==> src/rtl/ktms_mmrd_mc_rf.sv <==
// ktms_mmrd_mc_rf: per-context MMIO read responder; fixed-latency doubleword RAM read, in-order response FIFO, cancel flag.
// Latency: request accepted at T -> o_rd_v at T+ram_lat+1 when the FIFO is empty (registered FIFO storage).
// Backpressure: credit count (in flight + queued) closes i_rd_r at fifo_depth; no RAM stall path. Optional KTMS_MMRD_CTXT_CHK_EN adds context-enable bitmap.
module ktms_mmrd_mc_rf #(
    parameter int ctxtid_width  = 10,
    parameter int lcladdr_width = 4,
    parameter int ram_lat       = 2,
    parameter int fifo_depth    = 4
) (
    input  logic                                  clk,
    input  logic                                  reset,
    input  logic                                  i_rd_v,
    output logic                                  i_rd_r,
    input  logic [lcladdr_width-1:0]              i_rd_addr,
    input  logic [ctxtid_width-1:0]               i_rd_ctxt,
    output logic                                  o_ram_re,
    output logic [ctxtid_width+lcladdr_width-3:0] o_ram_ra,
    input  logic [63:0]                           i_ram_rd,
    input  logic                                  i_ctxt_en_v,
    input  logic [ctxtid_width-2:0]               i_ctxt_en_id,
    input  logic                                  i_ctxt_en_set,
    output logic                                  o_rd_v,
    input  logic                                  o_rd_r,
    output logic [63:0]                           o_rd_d,
    output logic                                  o_rd_cancel,
    output logic                                  o_perror
);

    localparam int IDW  = ctxtid_width - 1;
    localparam int PTRW = (fifo_depth > 1) ? $clog2(fifo_depth) : 1;
    localparam int CNTW = $clog2(fifo_depth + 1);

    // Pipeline tag travelling alongside the RAM access.
    typedef struct packed {
        logic vld;
        logic cancel;
    } tag_t;

    // One response FIFO entry.
    typedef struct packed {
        logic        cancel;
        logic [63:0] dat;
    } rsp_t;

    // ------------------------------------------------------------------
    // Request decode
    // ------------------------------------------------------------------
    logic [IDW-1:0] req_id;
    logic           par_err;
    logic           ctxt_dis;
    logic           req_cancel;
    logic           accept;
    logic           pop;
    logic           unused_addr_lsb;

    assign req_id          = i_rd_ctxt[ctxtid_width-1:1];
    // Odd parity across id and parity bit; an even XOR means a corrupted context id.
    assign par_err         = ~(^i_rd_ctxt);
    // Word-select bit: the RAM is doubleword addressed.
    assign unused_addr_lsb = i_rd_addr[0];

`ifdef KTMS_MMRD_CTXT_CHK_EN
    logic [2**IDW-1:0] ctxt_en_q;
    logic [2**IDW-1:0] ctxt_en_d;

    // Apply enable/disable strobes; the lookup below sees the old value in the update cycle.
    always_comb begin
        ctxt_en_d = ctxt_en_q;
        if (i_ctxt_en_v) begin
            ctxt_en_d[i_ctxt_en_id] = i_ctxt_en_set;
        end
    end

    // Enable bitmap register; every context starts disabled.
    always_ff @(posedge clk) begin
        if (reset) begin
            ctxt_en_q <= '0;
        end else begin
            ctxt_en_q <= ctxt_en_d;
        end
    end

    assign ctxt_dis = ~ctxt_en_q[req_id];
`else
    logic unused_ctxt_en;

    assign ctxt_dis       = 1'b0;
    assign unused_ctxt_en = ^{i_ctxt_en_v, i_ctxt_en_id, i_ctxt_en_set};
`endif

    assign req_cancel = par_err | ctxt_dis;

    // ------------------------------------------------------------------
    // Credits: slots in flight plus slots queued never exceed the FIFO
    // ------------------------------------------------------------------
    logic [CNTW-1:0] cnt_q;
    logic [CNTW-1:0] cnt_d;

    assign i_rd_r   = (cnt_q < CNTW'(fifo_depth)) & ~reset;
    assign accept   = i_rd_v & i_rd_r;
    assign o_ram_re = accept & ~req_cancel;
    assign o_ram_ra = {req_id, i_rd_addr[lcladdr_width-1:1]};

    // Credit count: take a slot on accept, return it on pop.
    always_comb begin
        cnt_d = cnt_q;
        case ({accept, pop})
            2'b10:   cnt_d = cnt_q + 1'b1;
            2'b01:   cnt_d = cnt_q - 1'b1;
            default: cnt_d = cnt_q;
        endcase
    end

    // Credit count register.
    always_ff @(posedge clk) begin
        if (reset) begin
            cnt_q <= '0;
        end else begin
            cnt_q <= cnt_d;
        end
    end

    // ------------------------------------------------------------------
    // Tag pipeline matching the RAM read latency
    // ------------------------------------------------------------------
    tag_t tag_q [ram_lat];
    tag_t tag_d [ram_lat];

    // Shift the tag one stage per cycle; stage 0 loads on the accept cycle.
    always_comb begin
        tag_d[0].vld    = accept;
        tag_d[0].cancel = req_cancel;
        for (int i = 1; i < ram_lat; i++) begin
            tag_d[i] = tag_q[i-1];
        end
    end

    // Tag registers; reset drops anything in flight so late RAM data is ignored.
    always_ff @(posedge clk) begin
        if (reset) begin
            for (int i = 0; i < ram_lat; i++) begin
                tag_q[i] <= '0;
            end
        end else begin
            for (int i = 0; i < ram_lat; i++) begin
                tag_q[i] <= tag_d[i];
            end
        end
    end

    logic push;
    rsp_t push_dat;

    // RAM data lines up with the last tag stage; cancelled slots carry zero data.
    always_comb begin
        push            = tag_q[ram_lat-1].vld;
        push_dat.cancel = tag_q[ram_lat-1].cancel;
        push_dat.dat    = tag_q[ram_lat-1].cancel ? 64'h0 : i_ram_rd;
    end

    // ------------------------------------------------------------------
    // Response FIFO (credits guarantee a push never meets a full FIFO)
    // ------------------------------------------------------------------
    rsp_t            fifo_mem_q [fifo_depth];
    logic [PTRW-1:0] wr_ptr_q;
    logic [PTRW-1:0] wr_ptr_d;
    logic [PTRW-1:0] rd_ptr_q;
    logic [PTRW-1:0] rd_ptr_d;
    logic [CNTW-1:0] occ_q;
    logic [CNTW-1:0] occ_d;
    rsp_t            rsp_head;

    assign o_rd_v      = (occ_q != '0);
    assign pop         = o_rd_v & o_rd_r;
    assign rsp_head    = fifo_mem_q[rd_ptr_q];
    assign o_rd_d      = rsp_head.dat;
    assign o_rd_cancel = rsp_head.cancel & o_rd_v;

    // Pointer advance modulo fifo_depth and occupancy update.
    always_comb begin
        wr_ptr_d = wr_ptr_q;
        rd_ptr_d = rd_ptr_q;
        occ_d    = occ_q;
        if (push) begin
            wr_ptr_d = (wr_ptr_q == PTRW'(fifo_depth - 1)) ? '0 : wr_ptr_q + 1'b1;
        end
        if (pop) begin
            rd_ptr_d = (rd_ptr_q == PTRW'(fifo_depth - 1)) ? '0 : rd_ptr_q + 1'b1;
        end
        case ({push, pop})
            2'b10:   occ_d = occ_q + 1'b1;
            2'b01:   occ_d = occ_q - 1'b1;
            default: occ_d = occ_q;
        endcase
    end

    // FIFO control registers.
    always_ff @(posedge clk) begin
        if (reset) begin
            wr_ptr_q <= '0;
            rd_ptr_q <= '0;
            occ_q    <= '0;
        end else begin
            wr_ptr_q <= wr_ptr_d;
            rd_ptr_q <= rd_ptr_d;
            occ_q    <= occ_d;
        end
    end

    // FIFO storage; contents are don't-care until the occupancy says otherwise.
    always_ff @(posedge clk) begin
        if (push) begin
            fifo_mem_q[wr_ptr_q] <= push_dat;
        end
    end

    // ------------------------------------------------------------------
    // Sticky parity error
    // ------------------------------------------------------------------
    logic perror_q;
    logic perror_d;

    // Latch any accepted request that arrived with a bad context parity.
    always_comb begin
        perror_d = perror_q | (accept & par_err);
    end

    // Parity error flag register; cleared only by reset.
    always_ff @(posedge clk) begin
        if (reset) begin
            perror_q <= 1'b0;
        end else begin
            perror_q <= perror_d;
        end
    end

    assign o_perror = perror_q;

endmodule

==> config.mk <==
export PLATFORM = sky130hd
export DESIGN_NAME = ktms_mmrd_mc_rf
export DESIGN_NICKNAME = d
export VERILOG_FILES = /design/src/rtl/ktms_mmrd_mc_rf.sv
export SDC_FILE = /design/constraint.sdc
export NUM_CORES = 1
export LEC_CHECK = 0
export CAP_MARGIN = 5
export CORE_UTILIZATION = 48
export CTS_BUF_LIST = sky130_fd_sc_hd__clkbuf_8
export DETAILED_ROUTE_END_ITERATION = 6
export PLACE_DENSITY = 0.79
export SYNTH_ARGS = -nofsm -noshare
export SYNTH_HDL_FRONTEND = slang
export SYNTH_SLANG_ARGS = --single-unit
==> constraint.sdc <==
create_clock -name clk -period 6.03 [get_ports clk]
set_clock_uncertainty 0.2 [all_clocks]
set_input_delay 0.9045 -clock clk [delete_from_list [all_inputs] [get_ports clk]]
set_output_delay 0.9045 -clock clk [all_outputs]
set_load 0.02 [all_outputs]
==> flow_summary.json <==
{
  "status": "finished, final reports clean",
  "synth_warnings": 0,
  "cp_max_fo": 28,
  "yosysSeqAreaShare": 0.761,
  "rsz0062_at_grt": "false",
  "netlist_instances": 514,
  "pwr_density_cell_nw_per_um2": 353,
  "gp_congestion": 0.704,
  "track_usage": 0.177,
  "cts_tree": "done",
  "grt_overflow": 0,
  "min_path_cells": 1,
  "clkTransAtPathRegs_ns": 0.06,
  "die_y_um": 151,
  "ff_latch_area_um2": 8160,
  "clkSinkCount": 277,
  "cts_setup_buffers": 0,
  "dieArea_um2": 22900,
  "drtPass1Iterations": 4,
  "timing.final.crit_period_ns": 4.03,
  "p_leak_nw": 4.27,
  "root_buffer": "clkbuf_8",
  "worstPathRequired_ns": 4.93,
  "synthDistinctLibCells": 24,
  "finalMaxSlewViolations": 0,
  "setup_violations": 0,
  "criticalPathCategory": "reg2out",
  "vdd_ir_drop_max_v": 0.000228,
  "wl_per_cell_um": 20.1,
  "hpwl_mm": 11.3,
  "antenna_found_initial": 1,
  "coreArea_um2": 21800,
  "grt_pass1_vias": 5582,
  "synth_area_leaders": "edfxtp_1 73%, mux4_2 14%, nor2b_1 3.9%, dfxtp_1 3.2%, buf_4 1.2%",
  "syn_area_per_cell_um2": 20.8,
  "cts_max_level": 2,
  "endpoint_kind": "output port",
  "port_buffers": 155,
  "synth.cell_area_um2": 10700,
  "yosysTopAreaCell": "edfxtp_1",
  "syn-num-nets": 616,
  "slew-limit-headroom": 0.308,
  "pin_count": 174,
  "cts.repair.resized": 0,
  "yosysMostFrequentCell": "edfxtp_1",
  "rrSetupSlack_ns": 3.66,
  "start_kind": "flip-flop",
  "whs_ns": 0.244,
  "final_layout_size_suffix_gt1_frac": 0.178,
  "start_util": 0.491,
  "ys_async_sr_fraction": 0,
  "maxCapViolCount": 0,
  "vias_per_cell": 5.32,
  "tightest_slew_ns": 1.04,
  "r2r-start": "occ_q[0]$_SDFFE_PP0P_",
  "grt_pass1_wl_mm": 29.9,
  "remaining_drc_errors": 0,
  "vias": 5284,
  "row_count": 54,
  "clk_path_buf_depth": 3,
  "min_path_type": "reg2reg",
  "r2r_cells": 9,
  "layout.nets": 786,
  "dieWidth_um": 151,
  "numCtsBuffers": 44,
  "endpoint": "o_rd_d[40]",
  "critPathArrivalTime_ns": 2.92,
  "synth_edf_count": 260,
  "fmax_mhz": 248,
  "ant_nets": 0,
  "nFillCells": 1574,
  "drt_wl_total_mm": 20.0,
  "hold_viol": 0,
  "r2r_end": "cnt_q[2]$_SDFFE_PP0P_",
  "areaGrowthSynthToFinish_pct": 23.5,
  "multiInputGateArea_um2": 2340,
  "drtIter0Drc": 224,
  "post-synth-top-area-fraction": 0.729,
  "ys_top_cells_by_count": "260 x edfxtp_1, 67 x nor2b_1, 65 x mux4_2",
  "ys.flop_type": "edfxtp_1",
  "postCtsHoldBufs": 0,
  "min_period_over_period": 0.668,
  "fin_setup_tns_ns": 0,
  "ys_ff_latch": 277,
  "grt_max_degree": 66,
  "antenna_cells": 0,
  "clkLatencyLatePin_ns": 0.52
}
## flip-flops by register name, indices dropped and copies added (netlist names), named ones only
register	cells
fifo_mem_q	260
tag_q	4
cnt_q	3
occ_q	3
rd_ptr_q	2
wr_ptr_q	2
o_perror	1
## report_power, final
group	switching, mW	internal (mW)	total [mW]
sequential	0.0863	2.20	2.29
combinational	0.459	0.516	0.975
clock	0.676	0.732	1.41
total	1.22	3.45	4.67
## kinds of logic after synthesis
group / Yosys count / share of synthesized area
AO/OA/AOI/OAI: 9 / 0.00420
XOR/XNOR: 12 / 0.0111
adder cells (fa/ha/maj): 9 / 0.0119
buffers and inverters: 45 / 0.0221
flip-flops: 277 / 0.761
multiplexers: 66 / 0.138
AND/OR/NAND/NOR: 96 / 0.0526
## metrics by stage
| stage | worst slack (ns) | std cells | instance area [µm²] | power, mW | util |
|---|---|---|---|---|---|
| 2_1_floorplan | 3.02 | 514 | 10700 | 2.92 | - |
| 3_3_place_gp | 2.04 | 918 | 12500 | 3.28 | 0.571 |
| 3_5_place_dp | 2.02 | 918 | 12500 | 3.31 | 0.571 |
| 4_1_cts | 1.89 | 993 | 13200 | 4.72 | 0.606 |
| 5_1_grt | 1.77 | 993 | 13200 | 4.87 | 0.606 |
| 6_report | 2.00 | 993 | 13200 | 4.67 | 0.606 |
## cells in the final DEF, fill, tap and decap left out, drive strengths merged
cell type and n:
a21oi 7, and2 6, buf 3, bufinv 1
clkbuf 45, clkdlybuf4s50 155, clkinv 15, clkinvlp 1
dfxtp 17, edfxtp 260, fa 2, ha 7
inv 24, mux2i 1, mux4 65, nand2 3
nand2b 1, nand3 3, nor2 10, nor2b 67
nor3 1, o21ai 2, or3 5, xnor2 6
xnor3 1, xor2 5
## how the worst min path moves through the flow
stage | slack (ns) | end | from
2_1_floorplan | 0.21 | tag_q[0][2]$_SDFF_PP0_ | tag_q[0][0]$_SDFF_PP0_
3_3_place_gp | 0.22 | tag_q[0][2]$_SDFF_PP0_ | tag_q[0][0]$_SDFF_PP0_
3_5_place_dp | 0.24 | tag_q[0][2]$_SDFF_PP0_ | tag_q[0][0]$_SDFF_PP0_
4_1_cts | 0.25 | tag_q[0][2]$_SDFF_PP0_ | tag_q[0][0]$_SDFF_PP0_
5_1_grt | 0.26 | tag_q[0][2]$_SDFF_PP0_ | tag_q[0][0]$_SDFF_PP0_
6_report | 0.24 | tag_q[0][2]$_SDFF_PP0_ | tag_q[0][0]$_SDFF_PP0_
## per-layer routing
layer / part of all wire / global-route usage / routed length [µm]
met4: 0.014 / 0.0470 / 287
met2: 0.51 / 0.307 / 10300
met3: 0.063 / 0.0437 / 1250
met1: 0.41 / 0.222 / 8170
met5: 0 / 0 / 0
## worst max-delay path: stages, from the launching register on
cell	delay, ns
dfxtp_4	0.74
buf_4	0.51
mux4_2	0.58
clkdlybuf4s50_1	0.55
## cell type report
| type | instances | area share |
|---|---|---|
| sequential | 277 | 0.617 |
| multi-input combinational | 192 | 0.177 |
| timing repair buffer | 158 | 0.119 |
| clock buffer | 45 | 0.0468 |
| tap | 280 | 0.0265 |
| clock inverter | 30 | 0.0113 |
| inverter | 11 | 0.00312 |
(Power assumes the default switching activity.)
==> variant 1, RTL diff (same settings) <==
Change the parameter `ctxtid_width` from 10 to 12.
--- a/src/rtl/ktms_mmrd_mc_rf.sv
+++ b/src/rtl/ktms_mmrd_mc_rf.sv
@@ -2,7 +2,7 @@
 // Latency: request accepted at T -> o_rd_v at T+ram_lat+1 when the FIFO is empty (registered FIFO storage).
 // Backpressure: credit count (in flight + queued) closes i_rd_r at fifo_depth; no RAM stall path. Optional KTMS_MMRD_CTXT_CHK_EN adds context-enable bitmap.
 module ktms_mmrd_mc_rf #(
-    parameter int ctxtid_width  = 10,
+    parameter int ctxtid_width  = 12,
     parameter int lcladdr_width = 4,
     parameter int ram_lat       = 2,
     parameter int fifo_depth    = 4
Interface: changed (resized i_ctxt_en_id, i_rd_ctxt and o_ram_ra); port bits go from 174 to 180. The function was not compared with the original's and may differ.
==> variant 1 against the original RTL <==
Hold slack worse by 0.0050 ns. Critical path type is now primary input to output port. Routed wire length is 1.3% lower. Synthesized area increased by 0.21%. Final area up 0.46%. Total power increased by 0.91%. Cell count up 0.50%. Setup slack better by 0.024 ns. Sequential cell count is the same. Largest power group unchanged.
==> variant 1: results (changes against the original RTL) <==
* Status: finished clean (unchanged)
* Quantity of gates resized following cts: 0 (unchanged)
* Maximum clock rate: 249.8 MHz (was 248.3 MHz)
- The maximum vdd drop came to 0.0002055 V (was 0.0002282 V).
- Worst hold margin: 0.2392 ns (was 0.2442 ns)
* Worst Setup EP: o_ram_re (was o_rd_d[40])
* Highest fanout seen on the critical path: 3 (was 28)
* Buffers added on ports: 159 (was 155)
- Multi-input gate share of total cell area: 17.59% (was 17.68%)
- Crit Reg-Reg Startpoint: occ_q[0] (unchanged)
* Final weighted congestion in routability-driven placement: 0.7046 (was 0.7036)
* Layout clock buffers: 47 (was 45)
- Global-route wire length before repair: 29.99 mm (was 29.91 mm)
- Seq/Total Area, Yosys: 75.90% (was 76.06%)
- The worst slew margin relative to its limit was 30.79% (was 30.81%).
- Unique masters post-synth: 23 (was 24)
- The portion of the layout cell area used by clock cells was 5.922% (was 5.807%).
- Fin cells: 998 (was 993)
* Fillers: 1,575 (was 1,574)
* Global-route track usage on met2: 31.60% (was 30.68%)
- Vias in the first global route: 5,675 (was 5,582)
* Number of nets in the finished design: 794 (was 786)
- Top Registers: fifo_mem_q: 260 flops, tag_q: 4 flops (unchanged)
* Average detailed-routed wire length per instance: 19.75 um (was 20.11 um)
- The number of buffers outside the clock class in the layout is 162 (was 158).
- The root buffer selected by CTS was clkbuf_8 (unchanged).
- The non-clock inverter instance count of the final layout came to 12 (was 11).
- Commonest cells post-synth: 260 x edfxtp_1, 66 x nor2b_1, 65 x mux4_2 (was 260 x edfxtp_1, 67 x nor2b_1, 65 x mux4_2)
* Net Sw Frac: 25.88% (was 26.15%)
- The post-synthesis average cell area is 20.80 sq um (was 20.84 sq um).
* HPWL reported at the end of detailed placement: 11.21 mm (was 11.29 mm)
- Fraction of layout cells with a size suffix above 1: 17.69% (was 17.81%)
* Via count normalized by instance count: 5.280 (was 5.321)
* Area after DPL: 12,500 sq um (was 12,460 sq um)
- The slowest cell on the critical path was clkdlybuf4s50_1 (was dfxtp_4).
- The net count after synthesis came to 622 (was 616).
- Synth-to-Final Area Change: 23.80% (was 23.49%)
- Biggest area contributors in the synthesized netlist: edfxtp_1 73%, mux4_2 14%, nor2b_1 3.8%, dfxtp_1 3.2%, buf_4 1.3% (was edfxtp_1 73%, mux4_2 14%, nor2b_1 3.9%, dfxtp_1 3.2%, buf_4 1.2%).
- The register-to-register setup slack came to 3.68 ns (was 3.66 ns).
* M1 GR Usage: 21.21% (was 22.22%)
- Hold worst-path end: tag_q[0][2] (unchanged)
* Number of cells in the design after placement: 922 (was 918)
* GR Util met3: 3.713% (was 4.367%)
* Max stage delay on crit path: 0.53 ns (was 0.74 ns)
- Area of the placeable core: 21,890 sq um (was 21,820 sq um)
- The DRC violation count after routing came to 0 (unchanged).
* Pre-CTS setup slack: 2.012 ns (was 2.019 ns)
- The non-clock buffering overhead in the final layout came to 12.14% (was 11.90%).
* Leakage power total: 4.303 nW (was 4.273 nW)
- Count of multi-input gates: 191 (was 192)
* Violation count after the first detailed-route iteration: 254 (was 224)
-- variant 1: cell types whose count changed after synthesis, moves of 2 or more --
| cell | change |
|---|---|
| buf_1 | -5 |
| buf_2 | +4 |
| xnor2_1 | +3 |
| buf_4 | +2 |
| nand3_1 | -2 |
-- variant 1: power groups by stage --
stage	clock (W)	combinational [W]	sequential, W
global placement	0	0.000985	0.00233
finish	0.00142	0.00100	0.00229
CTS	0.00146	0.00102	0.00229
detailed placement	0	0.00101	0.00234
global route	0.00154	0.00108	0.00231
floorplan	0	0.000679	0.00227
-- variant 1: cells by family after synthesis --
kind of cell             synth area share (%)
multiplexers                            13.73
buffers and inverters                   2.424
AND/OR/NAND/NOR                         5.012
adder cells (fa/ha/maj)                 1.189
flip-flops                              75.90
AO/OA/AOI/OAI                          0.4779
XOR/XNOR                                1.270
-- variant 1: per-layer routing --
layer	up-vias	share of wire, %
met4	0	1.7
met2	197	53
li1	2365	-
met1	2678	39
met5	-	0
met3	29	6.1
==> variant 2, RTL diff (same flow settings) <==
Without the edit above. Add an input register stage for `i_ram_rd`, without a reset; this delays it by one clock. The other inputs are not delayed to match.
--- a/src/rtl/ktms_mmrd_mc_rf.sv
+++ b/src/rtl/ktms_mmrd_mc_rf.sv
@@ -42,6 +42,12 @@
         logic [63:0] dat;
     } rsp_t;
 
+    logic [63:0] i_ram_rd_q;
+
+    always_ff @(posedge clk) begin
+        i_ram_rd_q <= i_ram_rd;
+    end
+
     // ------------------------------------------------------------------
     // Request decode
     // ------------------------------------------------------------------
@@ -155,7 +161,7 @@
     always_comb begin
         push            = tag_q[ram_lat-1].vld;
         push_dat.cancel = tag_q[ram_lat-1].cancel;
-        push_dat.dat    = tag_q[ram_lat-1].cancel ? 64'h0 : i_ram_rd;
+        push_dat.dat    = tag_q[ram_lat-1].cancel ? 64'h0 : i_ram_rd_q;
     end
 
     // ------------------------------------------------------------------
Behaviour: not the same (a bounded check fails within 4 cycles, from zero or initial values and one cycle with reset high).
==> variant 2 against the original RTL <==
Setup slack lost 0.27 ns. Highest routed layer unchanged. Sequential cell count grew 64. Routed wire length grew 4.9%. Sequential power grew 21%. Final area grew 12%. Clock power grew 35%. Register-to-register slack gained 0.06 ns. Global-route usage shrank 0.89 points. Synthesized area grew 12%. Total power grew 20%.
==> variant 2: results (changes against the original RTL) <==
* Status: finished clean (unchanged)
- Hold path startpoint: tag_q[0][1] (was tag_q[0][0])
- Vias in the first global route: 6,293 (was 5,582)
- The filler cell count in the final layout was 1,760 (was 1,574).
- Clock root buffer: clkbuf_8 (unchanged)
- The worst slew margin relative to its limit was 29.62% (was 30.81%).
- The largest net degree at the start of global routing was 66 (unchanged).
- WL final: 20.95 mm (was 19.97 mm)
- Net count of the mapped netlist: 680 (was 616)
* Fraction of layout cells with a size suffix above 1: 18.72% (was 17.81%)
* Worst Path Arrival: 3.19 ns (was 2.92 ns)
- Vias post-DR: 5,667 (was 5,284)
* Total CTS buffers: 51 (was 44)
- The wire length of the first global-routing pass is 33.20 mm (was 29.91 mm).
- The worst-path maximum fanout is 49 (was 28).
- HPWL reported at the end of detailed placement: 11.57 mm (was 11.29 mm)
- The leakage power summed over all cells was 4.979 nW (was 4.273 nW).
- The placement-stage worst setup slack came to 1.989 ns (was 2.019 ns).
* Max VDD drop: 0.0002540 V (was 0.0002282 V)
- 1st-pass router iterations: 5 (was 4)
- Commonest cells post-synth: 260 x edfxtp_1, 81 x dfxtp_1, 67 x nor2b_1 (was 260 x edfxtp_1, 67 x nor2b_1, 65 x mux4_2)
- Violation count after the first detailed-route iteration: 296 (was 224)
- Top Registers: fifo_mem_q: 260 flops, i_ram_rd_q: 64 flops, tag_q: 4 flops (was fifo_mem_q: 260 flops, tag_q: 4 flops)
- The register-to-register setup slack came to 3.72 ns (was 3.66 ns).
* Seq/Total Area, Yosys: 78.61% (was 76.06%)
* All-Layer GR Usage: 16.82% (was 17.72%)
- The endpoint of the worst hold path was tag_q[0][3] (was tag_q[0][2]).
- The last weighted congestion value of the routability-driven placer came to 0.7083 (was 0.7036).
==> variant 2: cell types whose count changed in the layout (fill, tap and decap cells not counted), sizes merged <==
| cell | before | now |
|---|---|---|
| dfxtp | 17 | 81 |
| clkbuf | 45 | 59 |
| diode | 0 | 1 |
| buf | 3 | 2 |
| bufinv | 1 | 4 |
| inv | 24 | 27 |
==> variant 2: worst max path at each step <==
stage	depth (start not counted)	to	slack, ns	start
2_1_floorplan	4	o_ram_re	3.02	i_rd_ctxt[4]
3_3_place_gp	6	o_ram_re	2.04	i_rd_ctxt[4]
3_5_place_dp	6	o_ram_re	1.99	i_rd_ctxt[4]
4_1_cts	3	o_rd_d[43]	1.56	flop
5_1_grt	3	o_rd_d[43]	1.43	flop
6_report	3	o_rd_d[38]	1.73	flop
==> variant 2: cell type report <==
type | count | area, sq um | area share [%]
Clock inverter | 36 | 261.5 | 1.759
Multi-Input combinational cell | 192 | 2338 | 15.73
Antenna cell | 1 | 2.502 | 0.01683
Tap cell | 324 | 405.4 | 2.727
Clock buffer | 59 | 812.0 | 5.463
Inverter | 11 | 41.29 | 0.2778
Timing Repair Buffer | 157 | 1567 | 10.54
Sequential cell | 341 | 9438 | 63.49
==> variant 2: cells by family (layout without fill, tap and decap cells) <==
| group | Yosys count | count (layout) | share of synthesized area [%] |
|---|---|---|---|
| adders and majority gates | 9 | 9 | 1.064 |
| other | 0 | 1 | 0 |
| and+or+nand+nor | 96 | 96 | 4.694 |
| buffers and inverters | 45 | 263 | 1.972 |
| DFF | 341 | 341 | 78.61 |
| xor gates and xnor gates | 12 | 12 | 0.9910 |
| muxes | 66 | 66 | 12.29 |
| AOI/OAI and AO/OA | 9 | 9 | 0.3755 |
==> variant 2: layer usage <==
metal	wire (um)	part of all wire, %	GRT usage (%)
met5	0	0	0
met4	344	1.6	4.978
met3	1206	5.8	4.052
met2	10870	52	29.68
met1	8528	41	20.52
==> variant 2: metrics by stage <==
| step | instances | power (W) | hold slack (ns) |
|---|---|---|---|
| after floorplan | 578 | 0.003377 | 0.2138 |
| after global placement | 1025 | 0.003738 | 0.2260 |
| after detailed placement | 1025 | 0.003772 | 0.2304 |
| after CTS | 1120 | 0.005696 | 0.2457 |
| after global routing | 1120 | 0.005850 | 0.2606 |
| final | 1121 | 0.005621 | 0.2396 |
==> variant 2: critical path, cell delays in order (launching register included) <==
cell,delay [ns]
dfxtp_4,1.03
buf_4,0.47
mux4_2,0.57
clkdlybuf4s50_1,0.55
==> variant 2: power by group <==
group	switching, W	total [W]	leakage (nW)	internal (W)
clock	0.000841	0.00191	0.612	0.00107
sequential	0.000121	0.00277	3.04	0.00265
combinational	0.000430	0.000945	1.33	0.000515
total	0.00139	0.00562	4.98	0.00423
